`src/rtl/hazard_pkg.sv`:
```
// Shared types and constants for the Execute-stage hazard scoreboard.
package hazard_pkg;

    // Architectural register index width.
    localparam int REG_ADDR_W = 5;

    // Fields of the instruction injected into EX as a bubble (sethi 0, %g0).
    localparam logic [1:0] OP_BR     = 2'b00;
    localparam logic [2:0] OP2_SETHI = 3'b100;

    // One tracked in-flight instruction: what it will write once it retires.
    typedef struct packed {
        logic                  valid;
        logic [REG_ADDR_W-1:0] rd;
        logic                  wr;
        logic                  wr_dbl;
        logic                  icc_wr;
        logic                  y_wr;
    } hz_slot_t;

    // Full 32-bit encoding of the bubble instruction: op=00, rd=0, op2=100, imm22=0.
    function automatic logic [31:0] nop_insn();
        return {OP_BR, 5'd0, OP2_SETHI, 22'd0};
    endfunction

endpackage

```
`src/rtl/ex_hazard_scoreboard_if.sv`:
```
// Decode/Memory-facing signal bundle of the hazard scoreboard.
interface ex_hazard_scoreboard_if
    import hazard_pkg::*;
#(
    parameter int CNT_W = 32
);
    logic                  id_valid_in;
    logic [REG_ADDR_W-1:0] id_rs1_in;
    logic                  id_rs1_use_in;
    logic [REG_ADDR_W-1:0] id_rs2_in;
    logic                  id_rs2_use_in;
    logic [REG_ADDR_W-1:0] id_rd_in;
    logic                  id_rd_use_in;
    logic                  id_rd_dbl_use_in;
    logic                  id_regWrite_in;
    logic                  id_regWriteDouble_in;
    logic                  id_icc_use_in;
    logic                  id_icc_write_in;
    logic                  id_y_use_in;
    logic                  id_y_write_in;
    logic                  mem_ready;
    logic                  ex_annul_in;
    logic                  stall_out;
    logic                  bubble_out;
    logic [CNT_W-1:0]      stall_cycles_out;

    // Pipeline side: presents the Decode instruction and pipeline status.
    modport master (
        output id_valid_in, id_rs1_in, id_rs1_use_in, id_rs2_in, id_rs2_use_in,
               id_rd_in, id_rd_use_in, id_rd_dbl_use_in, id_regWrite_in,
               id_regWriteDouble_in, id_icc_use_in, id_icc_write_in,
               id_y_use_in, id_y_write_in, mem_ready, ex_annul_in,
        input  stall_out, bubble_out, stall_cycles_out
    );

    // Scoreboard side.
    modport slave (
        input  id_valid_in, id_rs1_in, id_rs1_use_in, id_rs2_in, id_rs2_use_in,
               id_rd_in, id_rd_use_in, id_rd_dbl_use_in, id_regWrite_in,
               id_regWriteDouble_in, id_icc_use_in, id_icc_write_in,
               id_y_use_in, id_y_write_in, mem_ready, ex_annul_in,
        output stall_out, bubble_out, stall_cycles_out
    );

endinterface

```
`src/rtl/hz_src_match.sv`:
```
// Compares one Decode register source against one in-flight slot.
module hz_src_match
    import hazard_pkg::*;
(
    input  logic [REG_ADDR_W-1:0] src_i,
    input  logic                  use_i,
    input  logic                  dbl_src_i,
    input  hz_slot_t              slot_i,
    output logic                  hit_o
);

    // %g0 never creates a dependency; a double writer covers the even/odd pair.
    function automatic logic reg_hit(input logic [REG_ADDR_W-1:0] s, input hz_slot_t sl);
        logic same_reg;
        logic same_pair;
        same_reg  = (s == sl.rd);
        same_pair = sl.wr_dbl && (s[REG_ADDR_W-1:1] == sl.rd[REG_ADDR_W-1:1]);
        return sl.valid && sl.wr && (sl.rd != '0) && (s != '0) && (same_reg || same_pair);
    endfunction

    logic [REG_ADDR_W-1:0] src_odd;

    // A double source also reads the odd register of its pair.
    always_comb begin
        src_odd = {src_i[REG_ADDR_W-1:1], 1'b1};
        hit_o   = use_i && (reg_hit(src_i, slot_i) || (dbl_src_i && reg_hit(src_odd, slot_i)));
    end

endmodule

```
`src/rtl/ex_hazard_scoreboard.sv`:
```
// Execute-stage interlock: tracks writers in EX/MEM/WB and stalls Decode on
// true dependencies. No forwarding, so a consumer waits until its producer retires.
module ex_hazard_scoreboard
    import hazard_pkg::*;
#(
    parameter int DEPTH = 3,
    parameter int CNT_W = 32
) (
    input logic                   clk,
    input logic                   reset,
    ex_hazard_scoreboard_if.slave bus
);

    hz_slot_t [DEPTH-1:0] slot_q;
    hz_slot_t [DEPTH-1:0] slot_d;
    logic     [CNT_W-1:0] stall_cnt_q;
    logic     [CNT_W-1:0] stall_cnt_d;

    logic [DEPTH-1:0] rs1_hit;
    logic [DEPTH-1:0] rs2_hit;
    logic [DEPTH-1:0] rd_hit;
    logic [DEPTH-1:0] icc_hit;
    logic [DEPTH-1:0] y_hit;

    logic     hazard;
    logic     bubble;
    logic     issue;
    hz_slot_t id_entry;

    for (genvar k = 0; k < DEPTH; k++) begin : g_slot
        hz_src_match u_rs1 (
            .src_i     (bus.id_rs1_in),
            .use_i     (bus.id_rs1_use_in),
            .dbl_src_i (1'b0),
            .slot_i    (slot_q[k]),
            .hit_o     (rs1_hit[k])
        );

        hz_src_match u_rs2 (
            .src_i     (bus.id_rs2_in),
            .use_i     (bus.id_rs2_use_in),
            .dbl_src_i (1'b0),
            .slot_i    (slot_q[k]),
            .hit_o     (rs2_hit[k])
        );

        // Store data: rd is read by st, and the rd pair by std.
        hz_src_match u_rd (
            .src_i     (bus.id_rd_in),
            .use_i     (bus.id_rd_use_in | bus.id_rd_dbl_use_in),
            .dbl_src_i (bus.id_rd_dbl_use_in),
            .slot_i    (slot_q[k]),
            .hit_o     (rd_hit[k])
        );

        assign icc_hit[k] = bus.id_icc_use_in & slot_q[k].valid & slot_q[k].icc_wr;
        assign y_hit[k]   = bus.id_y_use_in & slot_q[k].valid & slot_q[k].y_wr;
    end

    // Hazard detection and the slot image of the Decode instruction.
    // NOTE: every always_comb output gets a default first so no path leaves it unassigned (no latch).
    always_comb begin
        id_entry        = '0;
        id_entry.valid  = 1'b1;
        id_entry.rd     = bus.id_rd_in;
        id_entry.wr     = bus.id_regWrite_in | bus.id_regWriteDouble_in;
        id_entry.wr_dbl = bus.id_regWriteDouble_in;
        id_entry.icc_wr = bus.id_icc_write_in;
        id_entry.y_wr   = bus.id_y_write_in;

        // An annulled instruction is killed, so it can neither stall nor issue.
        hazard = bus.id_valid_in && !bus.ex_annul_in &&
                 (|{rs1_hit, rs2_hit, rd_hit, icc_hit, y_hit});
        bubble = hazard && bus.mem_ready;
        issue  = bus.mem_ready && bus.id_valid_in && !bus.ex_annul_in && !hazard;
    end

    assign bus.stall_out        = hazard | ~bus.mem_ready;
    assign bus.bubble_out       = bubble;
    assign bus.stall_cycles_out = stall_cnt_q;

    // Slot shift: advance only when Memory accepts; EX gets the issue or a bubble.
    always_comb begin
        slot_d = slot_q;
        if (bus.mem_ready) begin
            for (int k = DEPTH - 1; k > 0; k--) begin
                slot_d[k] = slot_q[k-1];
            end
            slot_d[0] = issue ? id_entry : '0;
        end
    end

    // Saturating count of cycles in which a hazard bubble was injected.
    always_comb begin
        stall_cnt_d = stall_cnt_q;
        if (bubble && (stall_cnt_q != '1)) begin
            stall_cnt_d = stall_cnt_q + 1'b1;
        end
    end

    // State registers.
    // NOTE: non-blocking assignments here so every flop samples the pre-edge value.
    always_ff @(posedge clk or posedge reset) begin
        if (reset) begin
            // NOTE: the slot array is reset because stale valid bits would fake hazards.
            slot_q      <= '0;
            stall_cnt_q <= '0;
        end else begin
            slot_q      <= slot_d;
            stall_cnt_q <= stall_cnt_d;
        end
    end

endmodule

```
`src/flat_wrapper.sv`:
```
// flat-port wrapper written by rule: the top's interface ports become plain ports
module ex_hazard_scoreboard_flat import hazard_pkg::*;
#(
    parameter int DEPTH = 3,
    parameter int CNT_W = 32
)
  (clk, reset, bus_id_valid_in, bus_id_rs1_in, bus_id_rs1_use_in, bus_id_rs2_in, bus_id_rs2_use_in, bus_id_rd_in, bus_id_rd_use_in, bus_id_rd_dbl_use_in, bus_id_regWrite_in, bus_id_regWriteDouble_in, bus_id_icc_use_in, bus_id_icc_write_in, bus_id_y_use_in, bus_id_y_write_in, bus_mem_ready, bus_ex_annul_in, bus_stall_out, bus_bubble_out, bus_stall_cycles_out);
  ex_hazard_scoreboard_if #(.CNT_W(CNT_W)) bus_i ();
  input logic clk;
  input logic reset;
  input wire logic [$bits(bus_i.id_valid_in)-1:0] bus_id_valid_in;
  input wire logic [$bits(bus_i.id_rs1_in)-1:0] bus_id_rs1_in;
  input wire logic [$bits(bus_i.id_rs1_use_in)-1:0] bus_id_rs1_use_in;
  input wire logic [$bits(bus_i.id_rs2_in)-1:0] bus_id_rs2_in;
  input wire logic [$bits(bus_i.id_rs2_use_in)-1:0] bus_id_rs2_use_in;
  input wire logic [$bits(bus_i.id_rd_in)-1:0] bus_id_rd_in;
  input wire logic [$bits(bus_i.id_rd_use_in)-1:0] bus_id_rd_use_in;
  input wire logic [$bits(bus_i.id_rd_dbl_use_in)-1:0] bus_id_rd_dbl_use_in;
  input wire logic [$bits(bus_i.id_regWrite_in)-1:0] bus_id_regWrite_in;
  input wire logic [$bits(bus_i.id_regWriteDouble_in)-1:0] bus_id_regWriteDouble_in;
  input wire logic [$bits(bus_i.id_icc_use_in)-1:0] bus_id_icc_use_in;
  input wire logic [$bits(bus_i.id_icc_write_in)-1:0] bus_id_icc_write_in;
  input wire logic [$bits(bus_i.id_y_use_in)-1:0] bus_id_y_use_in;
  input wire logic [$bits(bus_i.id_y_write_in)-1:0] bus_id_y_write_in;
  input wire logic [$bits(bus_i.mem_ready)-1:0] bus_mem_ready;
  input wire logic [$bits(bus_i.ex_annul_in)-1:0] bus_ex_annul_in;
  output wire logic [$bits(bus_i.stall_out)-1:0] bus_stall_out;
  output wire logic [$bits(bus_i.bubble_out)-1:0] bus_bubble_out;
  output wire logic [$bits(bus_i.stall_cycles_out)-1:0] bus_stall_cycles_out;
  assign bus_i.id_valid_in = bus_id_valid_in;
  assign bus_i.id_rs1_in = bus_id_rs1_in;
  assign bus_i.id_rs1_use_in = bus_id_rs1_use_in;
  assign bus_i.id_rs2_in = bus_id_rs2_in;
  assign bus_i.id_rs2_use_in = bus_id_rs2_use_in;
  assign bus_i.id_rd_in = bus_id_rd_in;
  assign bus_i.id_rd_use_in = bus_id_rd_use_in;
  assign bus_i.id_rd_dbl_use_in = bus_id_rd_dbl_use_in;
  assign bus_i.id_regWrite_in = bus_id_regWrite_in;
  assign bus_i.id_regWriteDouble_in = bus_id_regWriteDouble_in;
  assign bus_i.id_icc_use_in = bus_id_icc_use_in;
  assign bus_i.id_icc_write_in = bus_id_icc_write_in;
  assign bus_i.id_y_use_in = bus_id_y_use_in;
  assign bus_i.id_y_write_in = bus_id_y_write_in;
  assign bus_i.mem_ready = bus_mem_ready;
  assign bus_i.ex_annul_in = bus_ex_annul_in;
  assign bus_stall_out = bus_i.stall_out;
  assign bus_bubble_out = bus_i.bubble_out;
  assign bus_stall_cycles_out = bus_i.stall_cycles_out;
  ex_hazard_scoreboard #(.DEPTH(DEPTH), .CNT_W(CNT_W)) u_core (.clk(clk), .reset(reset), .bus(bus_i));
endmodule
```
`config.mk`:
```
export PLATFORM = sky130hd
export DESIGN_NAME = ex_hazard_scoreboard_flat
export DESIGN_NICKNAME = d
export VERILOG_FILES = /design/src/rtl/hazard_pkg.sv /design/src/rtl/ex_hazard_scoreboard_if.sv /design/src/rtl/hz_src_match.sv /design/src/rtl/ex_hazard_scoreboard.sv /design/src/flat_wrapper.sv
export SDC_FILE = /design/constraint.sdc
export NUM_CORES = 1
export LEC_CHECK = 0
export ABC_AREA = 1
export ABC_CLOCK_PERIOD_IN_PS = 5600
export BUFFER_PORTS_ARGS = -buffer_cell sky130_fd_sc_hd__buf_2
export CORE_MARGIN = 2
export CORE_UTILIZATION = 45
export DETAILED_ROUTE_END_ITERATION = 6
export PLACE_DENSITY = 0.65
export SKIP_CTS_REPAIR_TIMING = 1
export SYNTH_ARGS = -nofsm -noshare
export SYNTH_HDL_FRONTEND = slang
export SYNTH_SLANG_ARGS = --single-unit
```
`constraint.sdc`:
```
create_clock -name clk -period 5.6 [get_ports clk]
set_input_delay 0.28 -clock clk [delete_from_list [all_inputs] [get_ports clk]]
set_output_delay 0.28 -clock clk [all_outputs]
set_load 0.02 [all_outputs]
```
Word-level counts from Yosys, hierarchy flattened. Cells that the tools add are included.

Output and inout port bits: 34. Register bits: 62. Input bits: 30. Word-level logic and storage cells: 138.

Muxes and demuxes: 1. Reductions and logical operators: 79. Add/sub/neg operators: 1. Equality and inequality tests: 22. Bitwise operators: 16.

Operators by type and width (count): $eq 5x5->1 (12); $logic_and 1x1->1 (55); $eq 4x4->1 (9); $add 32x1->32 const B (1); $ne 32x32->1 const B (1); $reduce_bool 5->1 (6); $logic_or 1x1->1 (15); $reduce_or 15->1 (1); $and 1x1->1 (12); $mux 10 (1); $or 1x1->1 (3); $logic_not 1->1 (2); $not 1->1 (1).

Depth between registers and ports, before layout. Gate-level depths: netlist of the first run.

Depth after elaboration: 12. Gate-level depth with buffers: 14. Gate-level depth less buffers: 13.

Modules after synthesis. Synthesis of the first run repeated with hierarchy kept, for this count alone.

Cells, all modules: 730. Area, all modules: 4600.7 um2.

Modules (own cells, without submodules): ex_hazard_scoreboard (cells each 487, area each 3474.6 um2, seq. area each 1551.5 um2, instances 1); hz_src_match (cells each 27, area each 125.1 um2, seq. area each 0.0 um2, instances 9).

Least setup slack after synthesis of the first run. OpenSTA, ideal clock, no wires.

Path kind: flip-flop to flip-flop. Start point: register u_core.stall_cnt_q[1], in the netlist u_core.bus.stall_cycles_out[1]. End point: register u_core.stall_cnt_q[2], in the netlist u_core.bus.stall_cycles_out[2]. Arrival: 1806 ps. Setup time: 118 ps. Data required time: 5482 ps. Stages on the path, launching flop included: 11. Path buffers: 2. Path slack: 3676 ps. Period minus slack after synthesis: 1924 ps. Path through: dfrtp_1 > ha_1 > nand2_2 > nor2_4 > nand4_2 > nor2_4 > nand4_4 > buf_6 > buf_2 > nand4_1 > nand2_1.

Cells in the longest elaborated chain, start to end: 2. Elaborated cells on any way between the ends: 3. Classes of those cells: 1 x add/sub; 1 x eq/ne; 1 x reduce/logical.

RTL lines: start: declaration (RTL line ex_hazard_scoreboard.sv:16) `logic [CNT_W-1:0] stall_cnt_q;`; start signal: assignment (RTL line ex_hazard_scoreboard.sv:110) `stall_cnt_q <= stall_cnt_d;`; branches (longest 2 deep; another with $add 32x1->32).

Parallel ways; which one is timed is not known. A chain may end at the register's enable or synchronous reset.

Worst setup path in the final report of the first run.
Start point: register u_core.slot_q[4] (netlist bit). End point: output port bus_stall_out.

Cells in the longest elaborated chain, start to end: 9. Elaborated cells on any way between the ends: 25. Classes of those cells: 4 x eq/ne; 1 x bitwise; 20 x reduce/logical.

RTL lines: start: declaration (RTL line ex_hazard_scoreboard.sv:14) `hz_slot_t [DEPTH-1:0] slot_q;`; start signal: assignment (RTL line ex_hazard_scoreboard.sv:109) `slot_q <= slot_d;`; $eq 5x5->1 or $reduce_bool 5->1 (tied branches); $logic_or 1x1->1 or $logic_and 1x1->1 (tied branches); $logic_and 1x1->1 (RTL line hz_src_match.sv:18) `return sl.valid && sl.wr && (sl.rd != '0) && (s != '0) && (same_reg || same_pair);`; $logic_and 1x1->1, on equally long branches (RTL line hz_src_match.sv:26, hz_src_match.sv:18); $logic_or 1x1->1 (RTL line hz_src_match.sv:26) `hit_o = use_i && (reg_hit(src_i, slot_i) || (dbl_src_i && reg_hit(src_odd, slot_i)));`; $logic_and 1x1->1 (RTL line hz_src_match.sv:26); $reduce_or 15->1 (*) (RTL line ex_hazard_scoreboard.sv:73) `(|{rs1_hit, rs2_hit, rd_hit, icc_hit, y_hit});`; $logic_and 1x1->1 (*) (RTL line ex_hazard_scoreboard.sv:72) `hazard = bus.id_valid_in && !bus.ex_annul_in &&`; $or 1x1->1 (*) (RTL line ex_hazard_scoreboard.sv:78) `assign bus.stall_out = hazard | ~bus.mem_ready;`; end: declaration (RTL line flat_wrapper.sv:27) `output wire logic [$bits(bus_i.stall_out)-1:0] bus_stall_out;`.

Every way passes the cells marked *; elsewhere a longest branch is shown, timed or not.

==> run metrics, run 1 <==
Pins Over Slew Limit 0; register area 1550 sq um; Fin Clk Skew 15.0 ps; Worst-Skew Late Latency 340 ps; TritonCTS Sinks 62; CTS Buffer Depth 2; register area share after synthesis 35.6%; R2R Setup Slk 3180 ps; # rows 35; final hold vios 0; Seq pwr share 47.6%; final net count 734; net switching share of the total power 30.5%; DRC Markers 0; data arrival time of the worst path 2480 ps; CP Class register to output pin; Critical Path Sink Type output pin; Final setup viols 0; GRT overflow 0; Cell Area, Synth 4350 sq um; Syn. warnings 0; GRT Overall Usage 24.1%; Vias/cell 5.41; CP max FO 39; multi-input logic area 2430 sq um; TritonRoute pass-1 iters 5; Internal Pwr Total 727 uW; number of I/O pins 64; P_sw 319 uW; H-tree level count 3; worst flop-to-flop path endpoint u_core.bus.stall_cycles_out[1]; CTS root buffer clkbuf_8; Comb pwr share 15.8%; TritonCTS clock tree built; R2R cell count 12; RSZ-0062 raised after global routing false; worst relative slew slack 46.8%; antenna violations before repair 0; placed inst area 4730 sq um; Setup crit start kind register; Worst-Margin Slew 798 ps; PD cells 213 nW/um^2; final worst path period need 2760 ps; # diodes 0; most frequent cells after synthesis 246 x nand2_1, 63 x inv_1, 62 x dfrtp_1; Mapped Nets 680; Initial Utilization 46.7%; Clk pwr share 36.6%; vias in the first global route 3953; CTS Buf Count 9; first-pass GRT wire length 20.0 mm; setup TNS 0 ps; largest net degree at the start of global routing 63; final WL 12.2 mm; number of synthesized flops with an enable pin 0; layout cell share with drive strength beyond 1 14.1%; f_max 0.362 GHz; status complete, no violations; register clock-pin slew on the reported worst setup and hold paths 70 ps; ys flop type dfrtp_1; area leader, netlist dfrtp_1; total number of vias 4529; worst min-delay path class input pin to asynchronous set/reset pin; synth top area cells dfrtp_1 36%, nand2_1 21%, nand4_1 7.9%, inv_1 5.4%, nand3_1 4.6%; Seq cells post-synth 62; worst r2r src u_core.slot_q[17]; Max-Cap Viols 0; Port Buffer Count 63; Yosys cell types 34; Initial DRC Count 356; Mean Syn Cell Area 6.71 sq um; DP HPWL 8.89 mm; Die Area 10500 sq um; area delta synth->final 12.7%; post-DR wirelength/cell 14.6 um; total core area 9330 sq um; area fraction of the dominant cell type after synthesis 35.6%; CP required 5320 ps; fin crit share 49.3%; GPL Wtd Cong 1.00; antenna-violating nets left 0; async set-reset flop share out of synthesis 100%; Mapped Cells 649; die span in x 102 um; most numerous cell in the Yosys netlist nand2_1; post-route cell area 4910 sq um; Chip Height 102 um; VDD IR max 0.122 mV; leakage power 0.00265 uW; Fillers 950
[placed cells by master (no fill, tap or decap), drive strengths merged]
cell type    n
clkinvlp     1
clkbuf      12
o22ai        1
nand3b       1
nor2        54
inv         68
xor2        16
ha           1
dfrtp       62
o211ai       3
bufinv       1
nor3         7
nand3       43
or2          1
nor4         6
and2         2
buf         65
o21ai       31
a21oi       11
nand4       57
xnor2       15
clkinv       2
nand2      248
[sequential cells by signal (all words and copies together), names as in the netlist]
signal,cells
u_core.slot_q,30
u_core.bus.stall_cycles_out,32
[worst max-delay path, cell delays in order (launching register included)]
cell and delay (ps):
dfrtp_1 440, inv_1 170, nand2_1 80, a21oi_1 180
nor2_1 70, nand3_1 90, nand3_2 110, nand2_4 150
nand3_4 380, nand3_1 220, nand2_1 60, buf_2 170
[worst max-delay path by stage]
| stage | from | to | slack [ps] |
|---|---|---|---|
| 2_1_floorplan | u_core.bus.stall_cycles_out[1] | u_core.bus.stall_cycles_out[2] | 3680 |
| 3_3_place_gp | u_core.slot_q[17] | u_core.bus.stall_cycles_out[25] | 3250 |
| 3_5_place_dp | u_core.slot_q[17] | u_core.bus.stall_cycles_out[8] | 3170 |
| 4_1_cts | u_core.slot_q[4] | bus_stall_out | 2840 |
| 5_1_grt | u_core.slot_q[4] | bus_stall_out | 2620 |
| 6_report | u_core.slot_q[4] | bus_stall_out | 2840 |
[layer usage]
metal	vias up	track usage, %	wire length (um)
met5	-	0	0
met4	0	5.85	138
met3	12	4.65	910
met2	188	33.5	5200
met1	2103	38.3	6000
li1	2226	-	-
[layout make-up]
| type | count | share of cell area (%) |
|---|---|---|
| Multi-Input combinational cell | 497 | 49.5 |
| Clock buffer | 12 | 2.75 |
| Timing Repair Buffer | 65 | 6.73 |
| Tap cell | 129 | 3.29 |
| Clock inverter | 4 | 0.969 |
| Sequential cell | 62 | 31.6 |
| Inverter | 68 | 5.20 |
[power groups by stage]
stage	clock (uW)	sequential, uW	combinational [uW]
4_1_cts	393	497	165
6_report	383	498	165
3_5_place_dp	0	505	164
2_1_floorplan	0	502	110
5_1_grt	411	501	187
3_3_place_gp	0	504	161
[kinds of logic (layout without fill, tap and decap cells)]
family                     after synthesis  count (layout)  share of synthesized area, %
DFF                                     62              62                          35.6
buffers and inverters                   90             149                          8.79
adders and majority gates                1               1                         0.287
xor gates and xnor gates                31              31                          6.24
and+or+nand+nor                        419             419                          43.5
AOI/OAI and AO/OA                       46              46                          5.57
[stage by stage]
step / worst slack [ps] / instances / power [uW] / utilization [%] / hold WS, ps
6_report: 2840 / 837 / 1050 / 52.6 / 160
5_1_grt: 2620 / 837 / 1100 / 52.6 / 222
4_1_cts: 2840 / 837 / 1050 / 52.6 / 193
3_5_place_dp: 3170 / 821 / 669 / 50.7 / 486
3_3_place_gp: 3250 / 821 / 666 / 50.7 / 469
2_1_floorplan: 3680 / 649 / 611 / - / 424
Power figures use the tool's default switching activity.
==> run 2: changes to the inputs <==
--- a/config.mk
+++ b/config.mk
@@ -5,13 +5,13 @@
 export SDC_FILE = /design/constraint.sdc
 export NUM_CORES = 1
 export LEC_CHECK = 0
-export ABC_AREA = 1
-export ABC_CLOCK_PERIOD_IN_PS = 5600
+export ABC_AREA = 0
+export ABC_CLOCK_PERIOD_IN_PS = 2430
 export BUFFER_PORTS_ARGS = -buffer_cell sky130_fd_sc_hd__buf_2
 export CORE_MARGIN = 2
 export CORE_UTILIZATION = 45
 export DETAILED_ROUTE_END_ITERATION = 6
-export PLACE_DENSITY = 0.65
+export PLACE_DENSITY = 0.69
 export SKIP_CTS_REPAIR_TIMING = 1
 export SYNTH_ARGS = -nofsm -noshare
 export SYNTH_HDL_FRONTEND = slang
==> constraint.sdc (replaced) <==
create_clock -name clk -period 2.43 [get_ports clk]
set_input_delay 0.1215 -clock clk [delete_from_list [all_inputs] [get_ports clk]]
set_output_delay 0.1215 -clock clk [all_outputs]
set_load 0.02 [all_outputs]
==> run metrics, run 2 <==
DRC Markers 0; Chip Height 92.7 um; Mapped Nets 367; GPL Wtd Cong 0.905; cells along the critical path buf_4 -> buf_4 -> xor2_1 -> nor4_1 -> and4b_1 -> o22ai_2 -> buf_4 -> a41oi_4 -> buf_4 -> nand3_4 -> buf_12 -> nor4_4 -> xor2_1; post-DR wirelength/cell 16.9 um; H-tree level count 3; fin crit share 117%; GRT Overall Usage 21.3%; CTS root buffer clkbuf_8; Cells after DPL 521; final worst path period need 2840 ps; data arrival time of the worst path 3110 ps; commonest non-fill, non-tap cells in the layout 61 x buf_2, 61 x dfrtp_1, 50 x buf_4; Setup crit start kind register; most numerous cell in the Yosys netlist dfrtp_1; layout cell share with drive strength beyond 1 40.7%; status finished with violations; setup TNS -9300 ps; register area share after synthesis 43.8%; post-route cell area 4740 sq um; CP Class register to register; async set-reset flop share out of synthesis 100%; Max-Cap Viols 0; final net count 478; Vias/cell 5.36; largest net degree at the start of global routing 35; Mean Syn Cell Area 10.5 sq um; area leader, netlist dfrtp_1; Fin Clk Skew 8.49 ps; final setup margin -414 ps; total core area 7690 sq um; Cell Area, Synth 3540 sq um; Top delay family on crit path simple AND/OR/NAND/NOR gates; f_max 0.352 GHz; final std cells w/o fill 554; synth top area cells dfrtp_1 44%, xnor2_1 10%, xor2_1 7.9%, mux2_2 6.4%, nor2_1 2.5%; number of I/O pins 64; PD cells 563 nW/um^2; # diodes 0; CP max FO 5; CTS Buf Count 9; DP HPWL 6.60 mm; CP required 2700 ps; Critical path buffers and inverters 5; worst relative slew slack 49.4%; Syn. warnings 0; vias in the first global route 2919; placed inst area 4210 sq um; final hold vios 0; final WL 9.35 mm; RSZ-0062 raised after global routing true; total number of vias 2969; Die Area 8590 sq um; antenna-violating nets left 0; leakage power 0.00240 uW; CP peak stage delay 410 ps; CP most frequent cell buf_4; VDD IR max 0.364 mV; TritonCTS clock tree built; max FFs per register 32; Pins Over Slew Limit 0; crit path max-delay cell type dfrtp_1; # rows 32; CTS Buffer Depth 2; ys flop type dfrtp_1; die span in x 92.7 um; Worst-Skew Late Latency 340 ps; antenna violations before repair 0; TritonRoute pass-1 iters 4; Critical Path Sink Type register; Final setup viols 39; failing checks negative setup slack; Seq cells post-synth 62; number of synthesized flops with an enable pin 0; Initial Utilization 46.1%; area fraction of the dominant cell type after synthesis 43.8%; worst min-delay path class input pin to register; Port Buffer Count 63; most frequent cells after synthesis 62 x dfrtp_1, 41 x xnor2_1, 32 x xor2_1; register clock-pin slew on the reported worst setup and hold paths 80 ps; TritonCTS Sinks 62; first-pass GRT wire length 14.3 mm; Initial DRC Count 183; Worst-Margin Slew 759 ps; Yosys cell types 49; area delta synth->final 33.8%; GRT overflow 0; Mapped Cells 336
[run 2: changes by cell type in the layout (fill, tap and decap cells not counted), moves of 10 or more]
cell,change
nor2_1,-26
xor2_1,+16
a22o_1,+10
nand3_1,-23
xnor2_1,+24
nand4_1,-43
nand2_1,-232
a21oi_1,-10
o21ai_0,-21
buf_4,+48
mux2_2,+20
inv_1,-52
[run 2: per-stage QoR]
step | total power, uW | worst slack [ps] | hold slack, ps | utilization (%)
2_1_floorplan | 1410 | -32.6 | 246 | -
3_5_place_dp | 1580 | -264 | 305 | 54.8
5_1_grt | 2780 | -514 | 4.74 | 61.6
6_report | 2670 | -414 | 3.94 | 61.6
3_3_place_gp | 1570 | -203 | 290 | 54.8
4_1_cts | 2630 | -432 | -72.7 | 57.8
[run 2: logic make-up after synthesis]
group           synth area share, %
flops                          43.8
buf+inv                        4.42
fa+ha+maj                     0.353
mux                            7.31
xor+xnor                       18.1
simple gates                   17.8
compound gates                 8.23
[run 2: report_power, final]
part,total (uW),switching [uW],internal (uW)
registers,1160,68.5,1090
logic,455,222,232
clock network,1060,464,593
[run 2: worst register-to-register path: cells and delay by family, from the launching register on]
| kind | cells | cell delay (ps) |
|---|---|---|
| AOI/OAI and AO/OA | 2 | 330 |
| xor gates and xnor gates | 2 | 300 |
| buffers and inverters | 5 | 780 |
| DFF | 1 | 410 |
| and+or+nand+nor | 4 | 940 |
[run 2: area by class of cell]
type / count / area [sq um]
Fill cell: 627 / 2950
Tap cell: 102 / 128
Multi-Input combinational cell: 241 / 1970
Timing Repair Buffer: 121 / 816
Sequential cell: 62 / 1550
Inverter: 12 / 45.0
Clock inverter: 7 / 105
Clock buffer: 9 / 124
[run 2: path summary, 6_finish.rpt]
path                                           startpoint                               to  slack (ps)  depth (start not counted)
hold reg to reg            u_core.bus.stall_cycles_out[5]   u_core.bus.stall_cycles_out[5]         490                          1
hold / removal                         bus_id_regWrite_in                 u_core.slot_q[3]           4                          3
max in group asynchronous                           reset  u_core.bus.stall_cycles_out[11]        1360                          4
setup reg to reg                        u_core.slot_q[16]  u_core.bus.stall_cycles_out[31]        -410                         13
setup / recovery                        u_core.slot_q[16]  u_core.bus.stall_cycles_out[31]        -410                         13
min in group asynchronous                           reset                 u_core.slot_q[7]         450                          3
[run 2: per-layer routing]
metal  up-vias  part of all wire, %  GRT usage [%]
li1       1397                    -              -
met2        88                   53           36.7
met4         0                  1.2           7.48
met5         -                    0              0
met3        13                  4.9           4.31
met1      1471                   41           26.5
==> run 3: changes to the inputs <==
--- a/config.mk
+++ b/config.mk
@@ -6,13 +6,13 @@
 export NUM_CORES = 1
 export LEC_CHECK = 0
 export ABC_AREA = 0
-export ABC_CLOCK_PERIOD_IN_PS = 2430
+export ABC_CLOCK_PERIOD_IN_PS = 3500
 export BUFFER_PORTS_ARGS = -buffer_cell sky130_fd_sc_hd__buf_2
 export CORE_MARGIN = 2
-export CORE_UTILIZATION = 45
+export CORE_UTILIZATION = 30
 export DETAILED_ROUTE_END_ITERATION = 6
-export PLACE_DENSITY = 0.69
 export SKIP_CTS_REPAIR_TIMING = 1
+export SLEW_MARGIN = 20
 export SYNTH_ARGS = -nofsm -noshare
 export SYNTH_HDL_FRONTEND = slang
 export SYNTH_SLANG_ARGS = --single-unit
==> constraint.sdc (replaced) <==
create_clock -name clk -period 3.5 [get_ports clk]
set_input_delay 0.175 -clock clk [delete_from_list [all_inputs] [get_ports clk]]
set_output_delay 0.175 -clock clk [all_outputs]
set_load 0.02 [all_outputs]
==> run metrics, run 3 (synthesis gave the netlist of run 2 again) <==
R2R Setup Slk 680 ps; worst relative slew slack 37.4%; Worst-Margin Slew 937 ps; final net count 422; post-route cell area 4310 sq um; layout cell share with drive strength beyond 1 29.3%; final cell utilization of the core 37.6%; max FFs per register 32; GPL Wtd Cong 0.907; net switching share of the total power 23.3%; Initial Utilization 30.9%; Max-Cap Viols 0; DP HPWL 6.49 mm; final worst path period need 2960 ps; Critical Path Sink Type output pin; H-tree level count 3; worst min-delay path class input pin to asynchronous set/reset pin; total number of vias 2688; commonest non-fill, non-tap cells in the layout 63 x buf_2, 62 x dfrtp_1, 41 x xnor2_1; die span in x 113 um; CTS Buf Count 9; Seq pwr share 38.2%; Final setup viols 0; f_max 0.337 GHz; Internal Pwr Total 1630 uW; TritonCTS Sinks 62; register clock-pin slew on the reported worst setup and hold paths 50 ps; CTS Buffer Depth 2; status complete, no violations; vias in the first global route 2743; placed inst area 3950 sq um; # rows 39; largest net degree at the start of global routing 44; antenna violations before repair 0; PD cells 494 nW/um^2; Hold Slack 57.6 ps; Fin Clk Skew 5.24 ps; CTS root buffer clkbuf_16; Comb pwr share 10.7%; post-DR wirelength/cell 16.2 um; worst flop-to-flop path endpoint u_core.bus.stall_cycles_out[31]; P_sw 496 uW; Setup crit start kind register; number of I/O pins 64; RSZ-0062 raised after global routing false; CP max FO 5; CP required 3320 ps; Port Buffer Count 63; Die Area 12700 sq um; CP Class register to output pin; Clk pwr share 51.1%; # diodes 0; most common cell after layout, fill and taps aside buf_2; worst r2r src u_core.slot_q[25]; VDD IR max 0.306 mV; total core area 11500 sq um; first-pass GRT wire length 14.5 mm; GRT overflow 0; cells along the critical path or4_1 -> o211ai_2 -> nor4_1 -> nor4_4 -> nand4_1 -> nand3b_1 -> nand2_1 -> buf_2; leakage power 0.00210 uW; CP peak stage delay 630 ps; antenna-violating nets left 0; setup TNS 0 ps; data arrival time of the worst path 2790 ps; Chip Height 113 um; GRT Overall Usage 14.5%; TritonRoute pass-1 iters 4; final hold vios 0; fin crit share 84.7%; crit path max-delay cell type or4_1; Worst-Skew Late Latency 330 ps; Pins Over Slew Limit 0; Vias/cell 4.99; Initial DRC Count 90; DRC Markers 0; final WL 8.73 mm; area delta synth->final 21.7%; TritonCTS clock tree built; R2R cell count 8
## run 3: routing by layer
metal | global-route usage [%] | up-vias | share of wire (%)
li1 | - | 1283 | -
met1 | 19.3 | 1321 | 44
met2 | 22.7 | 74 | 47
met3 | 4.37 | 10 | 7.4
met4 | 4.63 | 0 | 1.5
met5 | 0 | - | 0
## run 3: stage by stage
stage	power, uW	worst slack, ps	cells
floorplan	981	1040	336
global placement	1050	715	523
detailed placement	1060	695	523
CTS	2160	534	539
global route	2220	352	539
finish	2130	535	539
## run 3: cell type report
class | instances | area, sq um
fillers | 1145 | 7160
multi-input cells | 240 | 1830
flip-flops and latches | 62 | 1550
repair buffers | 66 | 338
clock buffers | 10 | 229
well taps | 143 | 179
clock inverters | 6 | 134
inverters | 12 | 45.0
## run 3: worst max path at each step
| stage | startpoint | slack [ps] | to | cells past startpoint |
|---|---|---|---|---|
| floorplan | u_core.slot_q[25] | 1040 | u_core.bus.stall_cycles_out[30] | 8 |
| global placement | u_core.slot_q[26] | 720 | u_core.bus.stall_cycles_out[31] | 8 |
| detailed placement | u_core.slot_q[25] | 700 | u_core.bus.stall_cycles_out[31] | 8 |
| CTS | u_core.slot_q[25] | 530 | bus_stall_out | 8 |
| global route | u_core.slot_q[25] | 350 | bus_stall_out | 8 |
| finish | u_core.slot_q[25] | 540 | bus_stall_out | 8 |
## run 3: worst max-delay path: cells and delay by family, from the launching register on
family                 cells  cell delay (ps)
and+or+nand+nor            6             1620
DFF                        1              450
AOI/OAI and AO/OA          1              240
buffers and inverters      1              170
## run 3: power by group through the flow
stage / sequential, uW / clock [uW] / combinational (uW)
final: 814 / 1090 / 228
after global routing: 823 / 1140 / 254
after CTS: 815 / 1110 / 232
after detailed placement: 828 / 0 / 231
after global placement: 826 / 0 / 227
after floorplan: 807 / 0 / 173
